`config.mk`:
```
export PLATFORM = sky130hd
export DESIGN_NAME = conv_loop_ctrl
export DESIGN_NICKNAME = d
export VERILOG_FILES = /design/src/rtl/conv_pkg.sv /design/src/rtl/conv_idx_counter.sv /design/src/rtl/conv_loop_ctrl.sv
export SDC_FILE = /design/constraint.sdc
export NUM_CORES = 1
export LEC_CHECK = 0
export BUFFER_PORTS_ARGS = -buffer_cell sky130_fd_sc_hd__buf_2
export CELL_PAD_IN_SITES_DETAIL_PLACEMENT = 1
export CELL_PAD_IN_SITES_GLOBAL_PLACEMENT = 2
export CORE_MARGIN = 2
export CORE_UTILIZATION = 37
export CTS_CLUSTER_DIAMETER = 30
export DETAILED_ROUTE_END_ITERATION = 7
export GPL_TIMING_DRIVEN = 0
export PLACE_DENSITY = 0.86
export SYNTH_ARGS = -nofsm -noshare
export SYNTH_HDL_FRONTEND = slang
export SYNTH_SLANG_ARGS = --single-unit
```
`constraint.sdc`:
```
create_clock -name clk -period 10.84 [get_ports clk]
set_clock_uncertainty 0.1 [all_clocks]
set_input_delay 0.542 -clock clk [delete_from_list [all_inputs] [get_ports clk]]
set_output_delay 0.542 -clock clk [all_outputs]
set_load 0.03 [all_outputs]
```
`src/rtl/conv_pkg.sv`:
```
// rtl/conv_pkg.sv - shared types, default limits and dimension legality check for the conv loop sequencer
package conv_pkg;

    localparam int CONV_MAXN = 16;
    localparam int CONV_MAXM = 5;

    typedef enum logic [1:0] {
        IDLE = 2'd0,
        RUN  = 2'd1,
        FIN  = 2'd2
    } conv_loop_state_t;

    // A legal job needs non-empty image and kernel, kernel no larger than image, both within the hardware limits.
    function automatic logic dims_legal(input int unsigned n, input int unsigned m,
                                        input int unsigned maxn, input int unsigned maxm);
        return (n != 0) && (m != 0) && (m <= n) && (n <= maxn) && (m <= maxm);
    endfunction

endpackage

```
`src/rtl/conv_idx_counter.sv`:
```
// rtl/conv_idx_counter.sv - wrap counter 0..limit with clear, increment and carry-out for loop chaining
module conv_idx_counter #(
    parameter int W = 5
) (
    input  logic         clk,
    input  logic         reset,
    input  logic         clr_i,
    input  logic         incr_i,
    input  logic [W-1:0] limit_i,
    output logic [W-1:0] cnt_o,
    output logic [W-1:0] cnt_nxt_o,
    output logic         wrap_o
);

    logic [W-1:0] cnt_q;
    logic [W-1:0] cnt_d;

    // Next value is exported so the owner can register outputs derived from the post-advance index.
    always_comb begin
        wrap_o = incr_i && (cnt_q == limit_i);
        cnt_d  = cnt_q;
        if (clr_i) begin
            cnt_d = '0;
        end else if (wrap_o) begin
            cnt_d = '0;
        end else if (incr_i) begin
            cnt_d = cnt_q + W'(1);
        end
    end

    // Index register.
    always_ff @(posedge clk) begin
        if (reset) begin
            cnt_q <= '0;
        end else begin
            cnt_q <= cnt_d;
        end
    end

    assign cnt_o     = cnt_q;
    assign cnt_nxt_o = cnt_d;

endmodule

```
`src/rtl/conv_loop_ctrl.sv`:
```
// rtl/conv_loop_ctrl.sv - 2D convolution loop sequencer (r,c,i,j) issuing one MAC beat per tap; optional CONV_LOOP_STALL_CNT_EN
module conv_loop_ctrl
    import conv_pkg::*;
#(
    parameter int MAXN = CONV_MAXN,
    parameter int MAXM = CONV_MAXM,
    parameter int DIMW = $clog2(MAXN + 1),
    parameter int XAW  = $clog2(MAXN * MAXN),
    parameter int WAW  = $clog2(MAXM * MAXM)
) (
    input  logic            clk,
    input  logic            reset,
    input  logic            start,
    input  logic [DIMW-1:0] n_dim,
    input  logic [DIMW-1:0] m_dim,
    output logic            beat_valid,
    input  logic            beat_ready,
    output logic [XAW-1:0]  addr_x,
    output logic [WAW-1:0]  addr_w,
    output logic            acc_clr,
    output logic            acc_last,
    output logic            busy,
    output logic            done,
`ifdef CONV_LOOP_STALL_CNT_EN
    output logic [31:0]     stall_cnt,
`endif
    output logic            err
);

    conv_loop_state_t state_q, state_d;
    logic [DIMW-1:0]  n_q, m_q;
    logic [DIMW-1:0]  m_lim, p_lim, m_lim_use;
    logic             beat_valid_q, beat_valid_d;
    logic             done_q, err_q, err_d;
    logic [XAW-1:0]   addr_x_q, addr_x_d;
    logic [WAW-1:0]   addr_w_q, addr_w_d;
    logic             acc_clr_q, acc_clr_d, acc_last_q, acc_last_d;

    logic             start_acc, legal, hs, cnt_clr, load;
    logic [DIMW-1:0]  j_cnt, i_cnt, c_cnt, r_cnt;
    logic [DIMW-1:0]  j_nxt, i_nxt, c_nxt, r_nxt;
    logic             j_wrap, i_wrap, c_wrap, r_wrap;

    assign start_acc = start && (state_q == IDLE);
    assign legal     = dims_legal(32'(n_dim), 32'(m_dim), MAXN, MAXM);
    assign hs        = beat_valid_q && beat_ready;
    assign cnt_clr   = (state_q != RUN);
    assign m_lim     = m_q - DIMW'(1);
    assign p_lim     = n_q - m_q;
    // While idle the freshly sampled kernel size decides whether the very first beat also closes its window.
    assign m_lim_use = (state_q == IDLE) ? (m_dim - DIMW'(1)) : m_lim;

    // Loop nest, innermost first: j -> i -> c -> r; the r carry marks the final beat's handshake.
    conv_idx_counter #(.W(DIMW)) u_j (
        .clk(clk), .reset(reset), .clr_i(cnt_clr), .incr_i(hs),
        .limit_i(m_lim), .cnt_o(j_cnt), .cnt_nxt_o(j_nxt), .wrap_o(j_wrap)
    );
    conv_idx_counter #(.W(DIMW)) u_i (
        .clk(clk), .reset(reset), .clr_i(cnt_clr), .incr_i(j_wrap),
        .limit_i(m_lim), .cnt_o(i_cnt), .cnt_nxt_o(i_nxt), .wrap_o(i_wrap)
    );
    conv_idx_counter #(.W(DIMW)) u_c (
        .clk(clk), .reset(reset), .clr_i(cnt_clr), .incr_i(i_wrap),
        .limit_i(p_lim), .cnt_o(c_cnt), .cnt_nxt_o(c_nxt), .wrap_o(c_wrap)
    );
    conv_idx_counter #(.W(DIMW)) u_r (
        .clk(clk), .reset(reset), .clr_i(cnt_clr), .incr_i(c_wrap),
        .limit_i(p_lim), .cnt_o(r_cnt), .cnt_nxt_o(r_nxt), .wrap_o(r_wrap)
    );

    // Beat fields for the index that will be current after this edge; the true addresses are below
    // 2^XAW / 2^WAW, so evaluating modulo the output width gives exact results.
    always_comb begin
        addr_x_d   = (XAW'(r_nxt) + XAW'(i_nxt)) * XAW'(n_q) + XAW'(c_nxt) + XAW'(j_nxt);
        addr_w_d   = WAW'(i_nxt) * WAW'(m_q) + WAW'(j_nxt);
        acc_clr_d  = (i_nxt == '0) && (j_nxt == '0);
        acc_last_d = (i_nxt == m_lim_use) && (j_nxt == m_lim_use);
        load       = (start_acc && legal) || (hs && !r_wrap);
    end

    // Sequencer FSM: illegal jobs go straight to FIN to report err with done.
    always_comb begin
        state_d      = state_q;
        beat_valid_d = beat_valid_q;
        err_d        = 1'b0;
        case (state_q)
            IDLE: begin
                if (start) begin
                    if (legal) begin
                        state_d      = RUN;
                        beat_valid_d = 1'b1;
                    end else begin
                        state_d = FIN;
                        err_d   = 1'b1;
                    end
                end
            end
            RUN: begin
                if (r_wrap) begin
                    state_d      = FIN;
                    beat_valid_d = 1'b0;
                end
            end
            FIN:     state_d = IDLE;
            default: state_d = IDLE;
        endcase
    end

    // State, latched dimensions and registered beat outputs.
    always_ff @(posedge clk) begin
        if (reset) begin
            state_q      <= IDLE;
            n_q          <= '0;
            m_q          <= '0;
            beat_valid_q <= 1'b0;
            done_q       <= 1'b0;
            err_q        <= 1'b0;
            addr_x_q     <= '0;
            addr_w_q     <= '0;
            acc_clr_q    <= 1'b0;
            acc_last_q   <= 1'b0;
        end else begin
            state_q      <= state_d;
            beat_valid_q <= beat_valid_d;
            done_q       <= (state_d == FIN);
            err_q        <= err_d;
            if (start_acc) begin
                n_q <= n_dim;
                m_q <= m_dim;
            end
            if (load) begin
                addr_x_q   <= addr_x_d;
                addr_w_q   <= addr_w_d;
                acc_clr_q  <= acc_clr_d;
                acc_last_q <= acc_last_d;
            end
        end
    end

`ifdef CONV_LOOP_STALL_CNT_EN
    logic [31:0] stall_cnt_q;

    // Cycles the datapath back-pressured an offered beat; saturating, kept after done for readout.
    always_ff @(posedge clk) begin
        if (reset) begin
            stall_cnt_q <= '0;
        end else if (start_acc) begin
            stall_cnt_q <= '0;
        end else if ((state_q == RUN) && beat_valid_q && !beat_ready && (stall_cnt_q != '1)) begin
            stall_cnt_q <= stall_cnt_q + 32'd1;
        end
    end

    assign stall_cnt = stall_cnt_q;
`endif

    assign beat_valid = beat_valid_q;
    assign addr_x     = addr_x_q;
    assign addr_w     = addr_w_q;
    assign acc_clr    = acc_clr_q;
    assign acc_last   = acc_last_q;
    assign busy       = (state_q == RUN);
    assign done       = done_q;
    assign err        = err_q;

    // Indices are consumed only through their next-state values.
    logic unused_idx;
    assign unused_idx = ^{j_cnt, i_cnt, c_cnt, r_cnt};

endmodule

```
Word level (Yosys, flattened, before mapping) --
Index checks and enable logic that the tools add are counted.
Operators by class: $mul 2, bitwise operators 2, $lt $le $gt $ge 3, equal/unequal tests 12, multiplexer cells 22, reduce and logical (&&, ||, !) cells 24, $add $sub $neg 11
Operators with widths (number):
- 5-bit 2-to-1 mux | 13
- 5-bit == test | 6
- 5-bit by 1-bit adder with 5-bit output, second input constant | 4
- 8-bit by 5-bit adder with 8-bit output | 2
- 1-bit logical AND | 14
- 5-bit zero test | 2
- 5-bit nonzero test | 2
- 5-bit by 1-bit subtractor with 5-bit output, second input constant | 2
- 6-bit by 5-bit multiplier with 8-bit output | 1
- 5-bit by 5-bit adder with 6-bit output | 1
- 2-bit 2-to-1 mux | 3
- 5-bit adder | 1
- 5-bit by 3-bit less-or-equal comparator with 1-bit output, second input constant | 1
- 5-bit less-or-equal comparator | 1
- 5-bit less-or-equal comparator, second input constant | 1
- 5-bit by 5-bit multiplier with 5-bit output | 1
- 5-bit subtractor | 1
- 1-bit 2-to-1 mux | 4
- 2-bit by 1-bit inequality test with 1-bit output, second input constant | 2
- 2-bit inequality test, second input constant | 2
- 2-bit one-hot mux with 2 select lines | 1
- 4-bit AND reduction | 1
- 3-bit OR reduction | 1
- 2-bit by 1-bit == test with 1-bit output, second input constant | 1
- 7 further kinds | 8
Storage, ports and cells: output and inout bits 19, logic and storage cells 90, bits in registers 50, input port bits 14

Depth between registers and ports, before layout --
Gate-level depths: netlist of the first run.
word-level depth 12, mapped depth 37, mapped depth without buffers 34

Cells and area by module --
From an unflattened synthesis of the first run, not the netlist that was laid out.
Unflattened totals: cells, all modules 533, area total of the unflattened synthesis 4808.4 sq um
Modules (own cells, without submodules):
- conv_loop_ctrl | area an instance 3352.0 sq um, cells an instance 389, instances 1, sequential area each 600.6 sq um
- conv_idx_counter | area an instance 364.1 sq um, cells an instance 36, instances 4, sequential area each 100.1 sq um

Worst setup path after synthesis of the first run --
No wires, ideal clock.
kind register -> register, from reg m_q[0], to reg addr_x_q[7] (netlist: addr_x[7]), cell stages (with the launch flop) 36, data required time 10.612 ns, path buffers 3, setup slack 3.309 ns, clock period less this slack 7.531 ns, setup time 0.128 ns, data arrival time 7.304 ns, cell sequence dfxtp_1 > buf_2 > inv_1 > ha_1 > clkbuf_1 > nor2_1 > nor4b_1 > o21a_2 > nand2_1 > nor3_2 > nand2b_1 > nand2_1 > clkbuf_1 > nor2_1 > ha_1 > fa_1 > a21o_1 > a21oi_1 > xnor2_1 > nand2_1 > fa_1 > fa_1 > inv_1 > fa_1 > inv_1 > fa_1 > inv_1 > ha_1 > o21ai_0 > nand2b_1 > a21o_1 > a21oi_1 > xor2_1 > xnor2_1 > mux2i_1 > nor2_1
On the way: longest elaborated chain between the ends 12, elaborated cells on any way between the ends 28, classes of those cells 5 x add/sub; 1 x mul; 4 x eq/ne; 11 x mux; 7 x reduce/logical
RTL lines:
- start: declaration | line conv_loop_ctrl.sv:31 | logic [DIMW-1:0] n_q, m_q;
- start signal: assignment | line conv_loop_ctrl.sv:129 | m_q <= m_dim;
- 5-bit by 1-bit subtractor with 5-bit output | line conv_loop_ctrl.sv:48 | assign m_lim = m_q - DIMW'(1);
- 5-bit == test | line conv_idx_counter.sv:20 | wrap_o = incr_i && (cnt_q == limit_i);
- 1-bit logical AND (3 in series) | line conv_idx_counter.sv:20
- 5-bit 2-to-1 mux / 1-bit logical AND (equally long branches) | line conv_idx_counter.sv:26, conv_idx_counter.sv:20
- 5-bit 2-to-1 mux * | line conv_idx_counter.sv:24 | end else if (wrap_o) begin
- 5-bit 2-to-1 mux * | line conv_idx_counter.sv:22 | if (clr_i) begin
- via r_nxt[0] | line conv_loop_ctrl.sv:41 | logic [DIMW-1:0] j_nxt, i_nxt, c_nxt, r_nxt;
- 5-bit by 5-bit adder with 6-bit output * | line conv_loop_ctrl.sv:74 | addr_x_d = (XAW'(r_nxt) + XAW'(i_nxt)) * XAW'(n_q) + XAW'(c_nxt) + XAW'(j_nxt);
- 6-bit by 5-bit multiplier with 8-bit output * | line conv_loop_ctrl.sv:74
- 8-bit by 5-bit adder with 8-bit output * (2 in series) | line conv_loop_ctrl.sv:74
- end signal: assignment | line conv_loop_ctrl.sv:132 | addr_x_q <= addr_x_d;
- end: declaration | line conv_loop_ctrl.sv:35 | logic [XAW-1:0] addr_x_q, addr_x_d;
The timed path passes the listed nets; every way through them passes the cells marked *. A chain may end at the register's enable or synchronous reset.

Worst setup path in the final report of the first run --
from reg m_q[1], to reg addr_x_q[7] (netlist: addr_x[7])
The elaborated chain is that of the path after synthesis.

==> results.py, run 1 <==
metrics = {
    "timing": {
        "final.period_utilization_pct": 81.60,
        "tightest_slew_ns": 0.9193,
        "min_period_ns": 8.846,
        "setup_violations": 0,
        "max_freq_ghz": 0.1131,
        "maxSlewViolCount": 0,
        "tns_ns": 0,
        "grt_setup_unrepaired": "no",
        "hold_viol": 0,
        "relSlewSlack_pct": 38.06,
    },
    "critical_path": {
        "cp_max_fo": 10,
        "worstPathRequired_ns": 10.89,
        "worstPathArrival_ns": 8.89,
        "setup.worst_path.start_class": "flip-flop",
        "end_kind": "flip-flop",
        "crit_slowest_cell": "dfxtp_1",
        "r2r_cells": 36,
        "reg2reg_slack_ns": 1.99,
        "critPathMostFrequentCell": "fa_1",
        "crit_type": "reg -> reg",
        "r2r-start": "m_q[1]$_SDFFE_PP0P_",
        "slowest_delay_ns": 0.63,
        "path_buf_inv": 7,
        "rr_endpoint": "addr_x[7]$_SDFFE_PP0P_",
        "cp_top_family": "adder cells",
    },
    "drt": {
        "vias": 3968,
        "viasPerCell": 5.187,
        "drtIter0Drc": 128,
        "ant_nets": 0,
        "dr.pass1.iters": 4,
        "wl_um": 13050,
        "drc_errors": 0,
        "route.detailed.wl_per_inst_um": 17.05,
    },
    "cts": {
        "clock_latency_ns": 0.30,
        "cts_buffers": 5,
        "cts_tree": "yes",
        "htree_levels": 2,
        "cts_buffer_depth": 2,
        "clk_pin_slew_ns": 0.07,
        "cts_resized": 0,
        "cts_setup_buffers": 0,
        "cts.sinks": 50,
        "cts_hold_buffers": 0,
        "clockRootBuffer": "clkbuf_16",
    },
    "power": {
        "power_density_mw_per_mm2": 88.58,
        "peakVddDrop_uv": 55.72,
        "p_leak_nw": 2.376,
    },
    "yosys": {
        "synth_nets": 642,
        "async_flop_share_pct": 0,
        "ys_warn_count": 0,
        "ys.flop_type": "dfxtp_1",
        "synth_fa_ha_area_share_pct": 23.11,
        "synth_seq_area_share_pct": 21.75,
        "synth_compound_area_share_pct": 10.11,
        "ys_seq_elements": 50,
        "synth_area_per_cell_sq_um": 8.247,
        "ys_types": 56,
        "synthCells": 558,
        "synthMuxAreaShare_pct": 3.698,
        "netlist_area_sq_mm": 0.004602,
        "yosys.area.top_type_share_pct": 21.75,
        "synth_top_area_cell": "dfxtp_1",
        "synth-edff-count": 0,
        "synth_top_family_by_area": "adder cells",
        "netlist_top_cells_area": "dfxtp_1, ha_1, fa_1",
        "synth-simple-area-share_pct": 22.00,
        "synth-xor-area-share_pct": 12.48,
    },
    "global_routing": {
        "grt_pass1_wl_um": 21200,
        "grt.overflow.total": 0,
        "antenna_found_initial": 0,
        "grt_usage_pct": 20.50,
        "grt_max_degree": 16,
        "grt_pass1_vias": 4250,
    },
    "floorplan": {
        "initial_utilization_pct": 38.15,
        "dieArea_sq_mm": 0.01335,
        "die_h_um": 115.5,
        "ios": 33,
        "fp.coreArea_sq_mm": 0.01206,
        "die_x_um": 115.5,
        "num_rows": 40,
    },
    "final_layout": {
        "final_util_pct": 42.55,
        "antenna_cells": 0,
        "fillers": 1489,
        "layout-drive-gt1-share_pct": 9.715,
        "syn_to_final_growth_pct": 11.53,
        "nNetsFinal": 680,
    },
    "status": {
        "outcome": "complete, no violations",
    },
    "placed_design": {
        "port_buffers": 31,
        "dp_hpwl_um": 10460,
        "gp_congestion": 0.8275,
    },
    "min_path": {
        "holdPathStages": 2,
        "hold_class": "reg -> reg",
        "hold_path_end": "addr_x[2]$_SDFFE_PP0P_",
        "hp-start": "addr_x[2]$_SDFFE_PP0P_",
    },
    "job": {
        "drv_cap": 0,
    },
}
[registers in the layout, indices dropped and copies added, names as in the netlist]
name,count
done,1
n_q,5
beat_valid,1
err,1
addr_w,5
addr_x,8
u_j.cnt_o,5
m_q,5
acc_last,1
state_q,2
acc_clr,1
u_i.cnt_o,5
u_c.cnt_o,5
u_r.cnt_o,5
[layer usage]
layer	GRT usage, %	routed length (um)
met1	24.55	5685
met2	37.58	6642
met3	2.249	392
met4	7.711	328
met5	0	0
[worst max path at each step]
stage                        startpoint                      to  slack (ns)  cells after the start
finish              m_q[1]$_SDFFE_PP0P_  addr_x[7]$_SDFFE_PP0P_        1.99                     36
CTS                 m_q[1]$_SDFFE_PP0P_  addr_x[7]$_SDFFE_PP0P_        1.97                     36
floorplan           m_q[0]$_SDFFE_PP0P_  addr_x[7]$_SDFFE_PP0P_        3.31                     35
global route        m_q[1]$_SDFFE_PP0P_  addr_x[7]$_SDFFE_PP0P_        1.33                     36
detailed placement  m_q[1]$_SDFFE_PP0P_  addr_x[7]$_SDFFE_PP0P_        2.03                     36
global placement    m_q[1]$_SDFFE_PP0P_  addr_x[7]$_SDFFE_PP0P_        2.26                     36
[cell usage after synthesis (4+ instances only)]
master / instances
nor3_1: 22
xnor2_1: 39
a31oi_1: 4
o211ai_1: 5
nor2b_1: 7
clkbuf_1: 18
and3_1: 4
dfxtp_1: 50
a21o_1: 8
buf_2: 6
nor4_1: 7
nand2b_1: 6
nand4_1: 7
mux2i_1: 17
or3_1: 4
inv_1: 52
nand2_1: 62
ha_1: 45
nand3_1: 10
nor2_1: 51
fa_1: 25
o21ai_0: 9
and2_1: 9
xor2_1: 24
a21oi_1: 24
[placed cells by master, fill, tap and decap left out, drive strengths merged, types with 17 or more instances in the layout]
cell type  synthesis  final
a21oi             24     24
xnor2             39     39
xor2              24     24
nand2             62     62
buf                9     40
fa                25     25
dfxtp             50     50
ha                45     45
inv               52     52
nor2              53     53
mux2i             17     17
clkbuf            18     23
nor3              23     23
[cell type report]
type                    count  area, sq um  share of cell area (%)
repair buffers             31        155.1                   3.023
plain buffers              27        120.1                   2.340
flip-flops and latches     50         1001                   19.50
well taps                 168        210.2                   4.096
inverters                  52        195.2                   3.803
clock inverters             3        40.04                  0.7801
clock buffers               5        125.1                   2.438
multi-input cells         429         3286                   64.02
[worst register-to-register path: cells and delay by family, from the launching register on]
family	cells	cell delay, ns
compound gates	8	1.32
xor+xnor	3	0.52
fa+ha+maj	8	3.24
buf+inv	7	1.18
flops	1	0.63
mux	1	0.13
simple gates	9	1.58
[cell families (layout without fill, tap and decap cells)]
logic type	Yosys count	after routing
simple gates	208	208
buf+inv	79	118
mux	17	17
compound gates	70	70
flops	50	50
xor+xnor	64	64
fa+ha+maj	70	70
[through the flow]
stage / instance area (sq um) / hold WS, ns / setup slack (ns) / instances / total power (W)
after CTS: 5132 / 0.3731 / 1.970 / 765 / 0.0004579
after global placement: 4967 / 0.3418 / 2.263 / 757 / 0.0002723
after global routing: 5132 / 0.3948 / 1.335 / 765 / 0.0004716
final: 5132 / 0.3669 / 1.994 / 765 / 0.0004546
after detailed placement: 4967 / 0.3641 / 2.030 / 757 / 0.0002759
after floorplan: 4602 / 0.3390 / 3.309 / 558 / 0.0002513
[report_power, final]
part           switching, W  total (W)  internal, W
Sequential       0.00000528   0.000192     0.000187
Combinational     0.0000495  0.0000800    0.0000306
Clock             0.0000740   0.000182     0.000108
Total              0.000129   0.000455     0.000326
Note: power is estimated with default switching activity, not from simulation.
==> inputs of run 2 (changes only) <==
--- a/config.mk
+++ b/config.mk
@@ -5,15 +5,16 @@
 export SDC_FILE = /design/constraint.sdc
 export NUM_CORES = 1
 export LEC_CHECK = 0
+export ABC_AREA = 1
 export BUFFER_PORTS_ARGS = -buffer_cell sky130_fd_sc_hd__buf_2
 export CELL_PAD_IN_SITES_DETAIL_PLACEMENT = 1
 export CELL_PAD_IN_SITES_GLOBAL_PLACEMENT = 2
 export CORE_MARGIN = 2
-export CORE_UTILIZATION = 37
+export CORE_UTILIZATION = 36
 export CTS_CLUSTER_DIAMETER = 30
 export DETAILED_ROUTE_END_ITERATION = 7
 export GPL_TIMING_DRIVEN = 0
-export PLACE_DENSITY = 0.86
+export PLACE_DENSITY = 0.88
 export SYNTH_ARGS = -nofsm -noshare
 export SYNTH_HDL_FRONTEND = slang
 export SYNTH_SLANG_ARGS = --single-unit
==> constraint.sdc (replaced) <==
create_clock -name clk -period 9.1 [get_ports clk]
set_clock_uncertainty 0.1 [all_clocks]
set_input_delay 0.455 -clock clk [delete_from_list [all_inputs] [get_ports clk]]
set_output_delay 0.455 -clock clk [all_outputs]
set_load 0.03 [all_outputs]
==> run 2 against run 1 <==
Compared with the run above:
- combinational power increased by 60%
- synthesized area rose by 2.8%
- critical path depth rose by 2
- count of clock-buffer cells in the layout unchanged
- register-to-register slack lost 1.2 ns
- total power grew 25%
- cell count grew 14%
- worst setup slack got worse by 1.2 ns
- wire length increased by 12%
- sequential share of layout area is 0.46 points lower
- global-route usage rose by 1.1 points
- largest power group unchanged
- highest routed layer unchanged
==> results.py, run 2 <==
metrics = {
    "drt": {
        "drc_errors": 0,
        "topRoutingLayerUsed": "met4",
        "wl_um": 14560,
        "ant_nets": 0,
        "met2WireLength_um": 6932,
        "drtIter0Drc": 144,
        "route.detailed.wl_per_inst_um": 16.70,
        "vias": 4338,
        "dr_wl_met3_um": 498,
        "drt-met1-wl_um": 6859,
        "dr.pass1.iters": 4,
        "viasPerCell": 4.975,
    },
    "cts": {
        "cts_tree": "yes",
        "cts_buffers": 5,
        "cts_hold_buffers": 0,
        "cts.sinks": 50,
        "clockRootBuffer": "clkbuf_16",
        "clock_latency_ns": 0.31,
        "clk_pin_slew_ns": 0.08,
        "cts_resized": 0,
        "cts_setup_buffers": 0,
        "cts_buffer_depth": 2,
        "htree_levels": 2,
    },
    "timing": {
        "tns_ns": 0,
        "grt_setup_unrepaired": "no",
        "hold_viol": 0,
        "maxSlewViolCount": 0,
        "final.period_utilization_pct": 91.02,
        "max_freq_ghz": 0.1207,
        "min_period_ns": 8.283,
        "relSlewSlack_pct": 50.88,
        "setup_violations": 0,
        "tightest_slew_ns": 0.7340,
        "holdWs_ns": 0.3462,
    },
    "critical_path": {
        "crit_type": "reg -> reg",
        "worstPathArrival_ns": 8.37,
        "path_depth": 38,
        "cp_top_family": "adder cells",
        "r2r-start": "n_q[0]$_SDFFE_PP0P_",
        "end_kind": "flip-flop",
        "worstPathRequired_ns": 9.19,
        "rr_endpoint": "addr_x[7]$_SDFFE_PP0P_",
        "crit_slowest_cell": "fa_1",
        "r2r_cells": 38,
        "critPathMostFrequentCell": "fa_1",
        "cp_max_fo": 10,
        "setup.worst_path.start_class": "flip-flop",
        "crit_start": "n_q[0]$_SDFFE_PP0P_",
        "path_buf_inv": 6,
        "worstSetupEndpoint": "addr_x[7]$_SDFFE_PP0P_",
        "reg2reg_slack_ns": 0.82,
        "slowest_delay_ns": 0.53,
    },
    "yosys": {
        "synth_most_common_cell": "nand2_1",
        "synthCells": 661,
        "synth-edff-count": 0,
        "yosys.area.top_type_share_pct": 21.15,
        "ys_types": 39,
        "netlist_top_cells_area": "dfxtp_1, ha_1, fa_1",
        "ys_seq_elements": 50,
        "ys_warn_count": 0,
        "ys.flop_type": "dfxtp_1",
        "synth_top_area_cell": "dfxtp_1",
        "synth_nets": 745,
        "synth_area_per_cell_sq_um": 7.159,
        "async_flop_share_pct": 0,
        "netlist_area_sq_mm": 0.004732,
        "netlist_top_cells_count": "nand2_1, inv_1, nor2_1, dfxtp_1, ha_1",
        "synth_seq_area_share_pct": 21.15,
    },
    "final_layout": {
        "layout-drive-gt1-share_pct": 12.71,
        "final_cell_mix": "nand2_1, inv_1, nor2_1",
        "fillers": 1668,
        "largest_register_ffs": 8,
        "layout.cells.most_common": "nand2_1",
        "nNetsFinal": 783,
        "antenna_cells": 0,
        "syn_to_final_growth_pct": 11.08,
    },
    "global_routing": {
        "antenna_found_initial": 0,
        "grt_usage_pct": 21.61,
        "grt_pass1_wl_um": 24140,
        "grt_max_degree": 19,
        "grt.overflow.total": 0,
        "grt_pass1_vias": 4709,
    },
    "placed_design": {
        "gp_congestion": 0.8459,
        "port_buffers": 31,
        "dp_hpwl_um": 12000,
    },
    "power": {
        "power_density_mw_per_mm2": 108.4,
        "p_leak_nw": 2.662,
        "peakVddDrop_uv": 76.30,
    },
    "floorplan": {
        "die_h_um": 118.7,
        "fp.coreArea_sq_mm": 0.01272,
        "num_rows": 41,
        "ios": 33,
        "initial_utilization_pct": 37.20,
        "die_x_um": 118.7,
        "dieArea_sq_mm": 0.01408,
    },
    "job": {
        "drv_cap": 0,
    },
    "min_path": {
        "hold_class": "in -> reg",
    },
    "status": {
        "outcome": "complete, no violations",
    },
}
==> run 2: changes by cell type after synthesis, moves of 8 or more <==
cell and delta:
nand2_1 +65, inv_1 +43, nand3_1 +29, xnor2_1 -28, nor2_1 +25, o21ai_0 +18
mux2i_1 -15, o21ai_1 +13, clkbuf_1 -12, nand2_2 +9, a21o_1 -8, and2_1 -8
nor3_1 -8
==> run 2: cell families (layout without fill, tap and decap cells) <==
family	after synthesis	after routing	synth area share (%)
AO/OA/AOI/OAI	75	75	8.170
adder cells (fa/ha/maj)	70	70	22.47
flip-flops	50	50	21.15
multiplexers	2	2	0.4231
buffers and inverters	115	154	9.836
XOR/XNOR	41	41	7.588
AND/OR/NAND/NOR	308	308	30.35
==> run 2: power by group <==
part / internal [W] / leakage [nW] / switching [W]
clock: 0.000105 / 0.0759 / 0.000100
sequential: 0.000226 / 0.406 / 0.0000103
combinational: 0.0000423 / 2.18 / 0.0000856
==> run 2: final cells by class <==
class,instances,area (sq um),share of cell area (%)
Clock buffer,5,125.1,2.380
Buffer,12,73.82,1.404
Sequential cell,50,1001,19.04
Timing Repair Buffer,31,155.1,2.952
Clock inverter,3,28.78,0.5475
Multi-Input combinational cell,496,3266,62.13
Tap cell,172,215.2,4.094
Inverter,103,391.6,7.451
==> run 2: worst min-delay path by stage <==
| stage | startpoint | end | slack [ns] | cells past startpoint |
|---|---|---|---|---|
| finish | n_dim[1] | n_q[1]$_SDFFE_PP0P_ | 0.35 | 3 |
| detailed placement | addr_w[1]$_SDFFE_PP0P_ | addr_w[1]$_SDFFE_PP0P_ | 0.40 | 2 |
| floorplan | m_q[4]$_SDFFE_PP0P_ | m_q[4]$_SDFFE_PP0P_ | 0.41 | 2 |
| global route | n_dim[3] | n_q[3]$_SDFFE_PP0P_ | 0.36 | 3 |
| CTS | n_dim[1] | n_q[1]$_SDFFE_PP0P_ | 0.34 | 3 |
| global placement | addr_w[3]$_SDFFE_PP0P_ | addr_w[3]$_SDFFE_PP0P_ | 0.38 | 2 |
==> run 2: routing by layer <==
| metal | GRT usage [%] | vias to the layer above |
|---|---|---|
| li1 | - | 2169 |
| met1 | 28.38 | 2082 |
| met2 | 37.72 | 71 |
| met3 | 2.558 | 16 |
| met4 | 5.060 | 0 |
| met5 | 0 | - |
==> run 2: tightest hold or removal path, stage by stage <==
cell     delay (ns)
buf_2          0.09
inv_1          0.06
a21oi_1        0.11
==> run 2: through the flow <==
step	area, sq um	util, %	total power (W)	instances	setup WS, ns
detailed placement	5102	40.11	0.0003692	864	0.8604
CTS	5256	41.32	0.0005744	872	0.7952
global placement	5102	40.11	0.0003636	864	1.017
finish	5256	41.32	0.0005695	872	0.8169
global route	5256	41.32	0.0005956	872	0.2036
floorplan	4732	-	0.0003287	661	1.826
==> inputs of run 3 (changes only) <==
--- a/config.mk
+++ b/config.mk
@@ -15,6 +15,7 @@
 export DETAILED_ROUTE_END_ITERATION = 7
 export GPL_TIMING_DRIVEN = 0
 export PLACE_DENSITY = 0.88
+export REMOVE_ABC_BUFFERS = 1
 export SYNTH_ARGS = -nofsm -noshare
 export SYNTH_HDL_FRONTEND = slang
 export SYNTH_SLANG_ARGS = --single-unit
==> run 3 against run 2 <==
Compared with the run above:
- hold slack worse by 0.019 ns
- clock power up 9%
- critical path depth rose by 1
- utilization fell by 0.45 points
- largest cell class unchanged
- first-iteration DRC count up 26%
- cell count decreased by 1.3%
- final area shrank 1.1%
- total power increased by 2.5%
- via count is 1.0% lower
- sequential share of layout area up 0.21 points
==> results.py, run 3 (synthesis gave the netlist of run 2 again) <==
metrics = {
    "status": {
        "outcome": "complete, no violations",
    },
    "cts": {
        "cts_buffer_depth": 2,
        "cts.sinks": 50,
        "cts_tree": "yes",
        "clockRootBuffer": "clkbuf_16",
        "htree_levels": 2,
        "clock_latency_ns": 0.31,
        "cts_resized": 0,
        "clk_pin_slew_ns": 0.07,
        "cts_buffers": 5,
        "cts_setup_buffers": 0,
        "cts_hold_buffers": 0,
    },
    "placed_design": {
        "gp_congestion": 0.8481,
        "dp_slack_ns": 0.7959,
        "placed_cell_area_sq_mm": 0.005034,
        "dp_hpwl_um": 11240,
        "port_buffers": 32,
        "dp.cells": 853,
    },
    "global_routing": {
        "grt.overflow.total": 0,
        "grt_pass1_wl_um": 23290,
        "top_usage_layer": "met2",
        "grt_use_met3_pct": 3.378,
        "met2_usage_pct": 34.81,
        "grt_util_met1_pct": 28.74,
        "grt_max_degree": 27,
        "antenna_found_initial": 0,
        "grt_pass1_vias": 4455,
        "grt_usage_pct": 20.95,
    },
    "floorplan": {
        "die_x_um": 118.7,
        "die_h_um": 118.7,
        "num_rows": 41,
        "ios": 33,
        "initial_utilization_pct": 37.20,
        "dieArea_sq_mm": 0.01408,
        "fp.coreArea_sq_mm": 0.01272,
    },
    "final_layout": {
        "nNetsFinal": 772,
        "final_cell_mix": "nand2_1, inv_1, nor2_1",
        "layout-drive-gt1-share_pct": 12.19,
        "largest_register_ffs": 8,
        "layout.cells.most_common": "nand2_1",
        "stdcell_area_sq_mm": 0.005199,
        "multiInputGateArea_sq_mm": 0.003266,
        "antenna_cells": 0,
        "fillers": 1673,
        "regArea_sq_mm": 0.001001,
        "fin_cells": 861,
        "syn_to_final_growth_pct": 9.863,
    },
    "timing": {
        "setup_violations": 0,
        "tns_ns": 0,
        "tightest_slew_ns": 0.9654,
        "holdWs_ns": 0.3272,
        "min_period_ns": 8.340,
        "final.period_utilization_pct": 91.65,
        "relSlewSlack_pct": 35.40,
        "maxSlewViolCount": 0,
        "max_freq_ghz": 0.1199,
        "grt_setup_unrepaired": "no",
        "setup_ws_ns": 0.7596,
        "hold_viol": 0,
    },
    "drt": {
        "drc_errors": 0,
        "vias": 4293,
        "viasPerCell": 4.986,
        "ant_nets": 0,
        "dr.pass1.iters": 4,
        "wl_um": 13960,
        "drtIter0Drc": 182,
        "route.detailed.wl_per_inst_um": 16.21,
    },
    "min_path": {
        "hold_class": "in -> reg",
    },
    "critical_path": {
        "end_kind": "flip-flop",
        "slowest_delay_ns": 0.64,
        "cp_max_fo": 11,
        "crit_slowest_cell": "dfxtp_1",
        "setup.worst_path.start_class": "flip-flop",
        "worstPathArrival_ns": 8.43,
        "critPathMostFrequentCell": "nand2_1",
        "crit_type": "reg -> reg",
        "worstPathRequired_ns": 9.19,
    },
    "power": {
        "peakVddDrop_uv": 70.33,
        "p_leak_nw": 2.637,
        "power_density_mw_per_mm2": 112.3,
    },
    "job": {
        "drv_cap": 0,
    },
}
run 3: path summary, 6_finish.rpt:
kind                                             start                      to  slack, ns  depth (start not counted)
worst max-delay path               m_q[1]$_SDFFE_PP0P_  addr_x[7]$_SDFFE_PP0P_       0.76                         39
worst min-delay path                          n_dim[3]     n_q[3]$_SDFFE_PP0P_       0.33                          3
worst max register to register     m_q[1]$_SDFFE_PP0P_  addr_x[7]$_SDFFE_PP0P_       0.76                         39
worst min register to register  addr_x[0]$_SDFFE_PP0P_  addr_x[0]$_SDFFE_PP0P_       0.41                          2
run 3: worst max-delay path, delay by kind of cell, from the launching register on:
kind,cells,cell delay [ns]
buffers and inverters,5,0.48
xor gates and xnor gates,3,0.51
and+or+nand+nor,19,2.59
AOI/OAI and AO/OA,4,0.55
DFF,1,0.64
adders and majority gates,8,3.35
run 3: metal layers:
layer	up-vias	wire (um)
met5	-	0
met4	0	96
met3	6	567
met2	69	6660
met1	2066	6631
li1	2152	-
run 3: metrics by stage:
step | power (W) | util [%]
final | 0.0005838 | 40.86
after floorplan | 0.0003248 | -
after global placement | 0.0003579 | 39.57
after CTS | 0.0005900 | 40.86
after global routing | 0.0006136 | 40.86
after detailed placement | 0.0003630 | 39.57
run 3: final cells by class:
type / count / share of cell area, %
clock inverter: 3 / 0.7702
multi-input combinational: 496 / 62.82
inverter: 103 / 7.533
tap: 172 / 4.140
sequential: 50 / 19.25
timing repair buffer: 32 / 3.081
clock buffer: 5 / 2.407
run 3: power breakdown:
part,switching (W),internal (W)
combinational,0.0000803,0.0000400
clock,0.0000958,0.000129
sequential,0.0000128,0.000226
